## src/rtl/imm_gen_pkg.sv

```systemverilog
// Shared opcode constants, immediate format codes and occupancy states for the immediate generator.
// The optional Zicsr format (IMM_Z) is produced only when IMM_GEN_ZICSR_EN is defined.
package imm_gen_pkg;

    localparam logic [6:0] OP_IMM    = 7'b0010011;
    localparam logic [6:0] OP_LOAD   = 7'b0000011;
    localparam logic [6:0] OP_JALR   = 7'b1100111;
    localparam logic [6:0] OP_STORE  = 7'b0100011;
    localparam logic [6:0] OP_BRANCH = 7'b1100011;
    localparam logic [6:0] OP_LUI    = 7'b0110111;
    localparam logic [6:0] OP_AUIPC  = 7'b0010111;
    localparam logic [6:0] OP_JAL    = 7'b1101111;
    localparam logic [6:0] OP_SYSTEM = 7'b1110011;

    typedef enum logic [2:0] {
        IMM_I    = 3'd0,
        IMM_S    = 3'd1,
        IMM_B    = 3'd2,
        IMM_U    = 3'd3,
        IMM_J    = 3'd4,
        IMM_Z    = 3'd5,
        IMM_NONE = 3'd7
    } imm_type_e;

    typedef enum logic [1:0] {
        OCC_EMPTY = 2'd0,
        OCC_PART  = 2'd1,
        OCC_FULL  = 2'd2
    } occ_state_e;

endpackage

```

## src/rtl/imm_gen_extract.sv

```systemverilog
// Combinational RV32 immediate decode: opcode selects format, result sign/zero-extended to XLEN.
// Define IMM_GEN_ZICSR_EN to decode CSR-immediate (uimm) forms of the SYSTEM opcode.
module imm_extract
    import imm_gen_pkg::*;
#(
    parameter int XLEN = 32
) (
    input  logic [31:0]     instr,
    output logic [XLEN-1:0] imm,
    output logic [2:0]      typ
);

    always_comb begin
        imm = '0;
        typ = IMM_NONE;
        case (instr[6:0])
            OP_IMM, OP_LOAD, OP_JALR: begin
                imm = XLEN'($signed(instr[31:20]));
                typ = IMM_I;
            end
            OP_STORE: begin
                imm = XLEN'($signed({instr[31:25], instr[11:7]}));
                typ = IMM_S;
            end
            OP_BRANCH: begin
                imm = XLEN'($signed({instr[31], instr[7], instr[30:25], instr[11:8], 1'b0}));
                typ = IMM_B;
            end
            OP_LUI, OP_AUIPC: begin
                // Upper 20 bits in place; bit 31 still sign-extends on 64-bit builds
                imm = XLEN'($signed({instr[31:12], 12'b0}));
                typ = IMM_U;
            end
            OP_JAL: begin
                imm = XLEN'($signed({instr[31], instr[19:12], instr[20], instr[30:21], 1'b0}));
                typ = IMM_J;
            end
`ifdef IMM_GEN_ZICSR_EN
            OP_SYSTEM: begin
                if (instr[14]) begin
                    imm = XLEN'(instr[19:15]);
                    typ = IMM_Z;
                end
            end
`else
`endif
            default: begin
                imm = '0;
                typ = IMM_NONE;
            end
        endcase
    end

endmodule

```

## src/rtl/imm_gen_stage.sv

```systemverilog
// Pipeline stage: decodes the immediate of each accepted instruction into a small in-order buffer.
// in_ready depends only on the registered occupancy, never on out_ready. Optional macro: IMM_GEN_ZICSR_EN.
module imm_gen_stage
    import imm_gen_pkg::*;
#(
    parameter int XLEN      = 32,
    parameter int BUF_DEPTH = 2
) (
    input  logic            clk,
    input  logic            rst,
    input  logic            in_valid,
    output logic            in_ready,
    input  logic [31:0]     in_instr,
    output logic            out_valid,
    input  logic            out_ready,
    output logic [XLEN-1:0] out_imm,
    output logic [2:0]      out_type,
    output logic [31:0]     out_instr
);

    localparam int CW = $clog2(BUF_DEPTH + 1);

    typedef struct packed {
        logic [XLEN-1:0] imm;
        logic [2:0]      typ;
        logic [31:0]     instr;
    } entry_t;

    entry_t          mem [BUF_DEPTH];
    logic [CW-1:0]   count;
    logic [CW-1:0]   wr_idx;
    occ_state_e      state;
    logic [XLEN-1:0] ext_imm;
    logic [2:0]      ext_type;
    logic            do_in;
    logic            do_out;

    imm_extract #(.XLEN(XLEN)) u_extract (
        .instr (in_instr),
        .imm   (ext_imm),
        .typ   (ext_type)
    );

    always_comb begin
        state = OCC_PART;
        if (count == '0)
            state = OCC_EMPTY;
        else if (count == CW'(BUF_DEPTH))
            state = OCC_FULL;
    end

    assign in_ready  = !rst && (state != OCC_FULL);
    assign out_valid = (state != OCC_EMPTY);
    assign do_in     = in_valid && in_ready;
    assign do_out    = out_valid && out_ready;
    // Entry 0 is always the oldest; a simultaneous pop shifts the write slot down by one
    assign wr_idx    = do_out ? count - 1'b1 : count;

    always_ff @(posedge clk or posedge rst) begin
        if (rst) begin
            count <= '0;
            for (int i = 0; i < BUF_DEPTH; i++)
                mem[i] <= entry_t'{imm: '0, typ: IMM_NONE, instr: '0};
        end else begin
            if (do_out)
                for (int i = 0; i < BUF_DEPTH - 1; i++)
                    mem[i] <= mem[i + 1];
            if (do_in)
                for (int i = 0; i < BUF_DEPTH; i++)
                    if (wr_idx == CW'(i))
                        mem[i] <= entry_t'{imm: ext_imm, typ: ext_type, instr: in_instr};
            case ({do_in, do_out})
                2'b10:   count <= count + 1'b1;
                2'b01:   count <= count - 1'b1;
                default: count <= count;
            endcase
        end
    end

    assign out_imm   = mem[0].imm;
    assign out_type  = mem[0].typ;
    assign out_instr = mem[0].instr;

endmodule

```

## config.mk

```make
export PLATFORM = sky130hd
export DESIGN_NAME = imm_gen_stage
export DESIGN_NICKNAME = d
export VERILOG_FILES = /design/src/rtl/imm_gen_pkg.sv /design/src/rtl/imm_gen_extract.sv /design/src/rtl/imm_gen_stage.sv
export SDC_FILE = /design/constraint.sdc
export NUM_CORES = 1
export LEC_CHECK = 0
export ABC_AREA = 1
export BUFFER_PORTS_ARGS = -buffer_cell sky130_fd_sc_hd__buf_2
export CORE_MARGIN = 2
export CORE_UTILIZATION = 45
export CTS_CLUSTER_DIAMETER = 150
export CTS_CLUSTER_SIZE = 8
export DETAILED_ROUTE_END_ITERATION = 16
export PLACE_DENSITY = 0.7
export SLEW_MARGIN = 30
export SYNTH_ARGS = -nofsm -noshare
export SYNTH_HDL_FRONTEND = slang
export SYNTH_SLANG_ARGS = --single-unit
```

## constraint.sdc

```tcl
create_clock -name clk -period 6.4 [get_ports clk]
set_clock_uncertainty 0.2 [all_clocks]
set_input_delay 0.64 -clock clk [delete_from_list [all_inputs] [get_ports clk]]
set_output_delay 0.64 -clock clk [all_outputs]
set_load 0.005 [all_outputs]
```

==> results_dict.tcl <==
set metrics [dict create \
    worst_slew_pin_slew_ns 0.882 \
    gp_congestion 0.796 \
    hold_viol_final 0 \
    syn_avg_cell_area_um2 7.40 \
    path_delay_family "buffers and inverters" \
    path_buf_inv 6 \
    synth-async-reset-ratio_pct 100 \
    cts_tree "built" \
    core_um2 15200 \
    grt.overflow.total 0 \
    worstSetupStartpointType "register" \
    slowest_delay_ns 0.61 \
    setup_tns_ns 0 \
    worst-setup-path-type "reg2reg" \
    fin_cells 1165 \
    layout_common_cells "nand2_1, dfrtp_1, buf_2, nand3_1, inv_1" \
    io_pins 105 \
    ys_warn_count 0 \
    rsz0062_at_grt "false" \
    ys.flop_type "dfrtp_1" \
    dp_cells 1132 \
    detail_route.wl_per_cell_um 14.6 \
    vias 5760 \
    synth_edf_count 0 \
    timing.slew.headroom_pct 41.0 \
    synth_top_area_share_pct 46.4 \
    die-area_um2 16600 \
    viasPerCell 4.94 \
    rows 45 \
    clk_path_buf_depth 2 \
    p_per_area_nw_per_um2 423 \
    grt_use_total_pct 21.8 \
    synth_cells 948 \
    port_buffers 104 \
    fin_nets 1002 \
    cts_buffers 17 \
    cap_violations 0 \
    critical_path.max_fanout 53 \
    hold_path_class "in2async" \
    htreeDepth 4 \
    yosysSeqAreaShare_pct 48.6 \
    end_kind "register" \
    first_pass_iters 4 \
    hold_ws_ns 0.186 \
    wirelength_mm 17.0 \
    cp.arrival_ns 4.08 \
    drc 0 \
    slew_violations 0 \
    post_cts_buffers 0 \
    grt_start_max_net_pins 101 \
    ys_ff_latch 136 \
    syn2layout_area_growth_pct 9.72 \
    cp.required_ns 6.52 \
    cts_sinks 136 \
    clock_insertion_delay_worst_skew_ns 0.42 \
    rr_startpoint "count[0]" \
    drive_gt1_share_pct 16.7 \
    place_ws_ns 2.39 \
    ys_types 24 \
    cts_hold_buf 0 \
    die_h_um 129 \
    path_cells "inv_1 > ha_1 > inv_2 > nand2_2 > buf_4 > xor2_2 > inv_2 > nand2_2 > buf_4 > nand3_1 > nand2_1 > inv_1" \
    worst_slack_ns 2.43 \
    final_common_cell "nand2_1" \
    synth_area_leaders "dfrtp_1, nand2_1, buf_4, nand3_1, o21ai_0" \
    grt_pass1_wl_mm 28.2 \
    synth_area_um2 7010 \
    die_w_um 129 \
    hpwl_mm 10.8 \
    fin_crit_ns 3.97 \
    synth.largest_area_cell "dfrtp_1" \
    slowest_stage "nand2_2" \
    crit_start "count[0]" \
    status "finished, final reports clean" \
    synth_nets 987 \
    antenna_found_initial 1 \
    max_freq_mhz 252 \
    drt_iter0_drc 507 \
    first_global_vias 5504 \
    postLayoutCoreUtil_pct 50.6 \
    cts.clk_slew.worst_paths_ns 0.06 \
    fin_crit_sh_pct 62.0 \
    setup-violations-final 0 \
    start_util_pct 46.1 \
    peakVddDrop_uv 234 \
    p_leak_nw 4.53 \
    cts_root_buf "clkbuf_16" \
    ant_nets 0 \
    cts_resized 0 \
]
per-stage QoR:
stage / cell area, um^2 / power [mW]
floorplan: 7010 / 2.14
global placement: 7100 / 2.26
detailed placement: 7100 / 2.29
CTS: 7690 / 3.29
global route: 7690 / 3.50
finish: 7690 / 3.26
power by group:
group	internal [mW]	total, mW	switching [mW]
logic	0.364	0.956	0.592
registers	1.16	1.31	0.159
clock network	0.628	0.987	0.359
total	2.15	3.26	1.11
registers in the layout, indices dropped and copies added (netlist names):
signal and count:
mem 67, out_instr 32, out_type 3, out_imm 32
count 2
area by class of cell:
class / count / area [um^2]
fillers: 1538 / 7510
flip-flops and latches: 136 / 3410
multi-input cells: 650 / 2700
repair buffers: 110 / 569
clock buffers: 22 / 464
well taps: 188 / 235
inverters: 48 / 185
clock inverters: 10 / 125
diodes: 1 / 2.50
Yosys cell counts, types with 2 or more instances:
master,number
nor2_2,3
dfstp_2,6
inv_1,42
nand2_1,492
nand4_1,2
buf_2,23
buf_4,74
xnor2_1,2
ha_1,3
inv_2,6
o21ai_0,35
clkbuf_1,11
nor2_1,13
nand2_2,3
nand3_1,57
o21ai_1,33
or2_2,2
dfrtp_1,130
buf_1,6
logic make-up (layout without fill, tap and decap cells):
| group | after synthesis | in the layout | share of synthesized area (%) |
|---|---|---|---|
| AND/OR/NAND/NOR | 573 | 573 | 32.1 |
| buffers and inverters | 162 | 190 | 13.0 |
| flip-flops | 136 | 136 | 48.6 |
| AO/OA/AOI/OAI | 70 | 70 | 5.07 |
| adder cells (fa/ha/maj) | 3 | 3 | 0.535 |
| XOR/XNOR | 3 | 3 | 0.482 |
| multiplexers | 1 | 1 | 0.143 |
| other | 0 | 1 | 0 |
routing by layer:
| layer | vias up | share of wire, % | global-route usage, % |
|---|---|---|---|
| li1 | 2891 | - | - |
| met1 | 2680 | 46 | 29.1 |
| met2 | 157 | 47 | 35.1 |
| met3 | 32 | 4.7 | 4.32 |
| met4 | 0 | 2.5 | 8.82 |
| met5 | - | 0 | 0 |
final timing paths:
check,endpoint,cells past startpoint,slack (ns)
setup / recovery,out_imm[2],12,2.43
hold / removal,out_instr[3],2,0.19
setup reg to reg,out_imm[2],12,2.43
hold reg to reg,mem[34],2,0.27
max in group asynchronous,out_imm[27],3,4.65
min in group clk,mem[34],2,0.27
No activity file was read; power rests on OpenSTA's default activity.
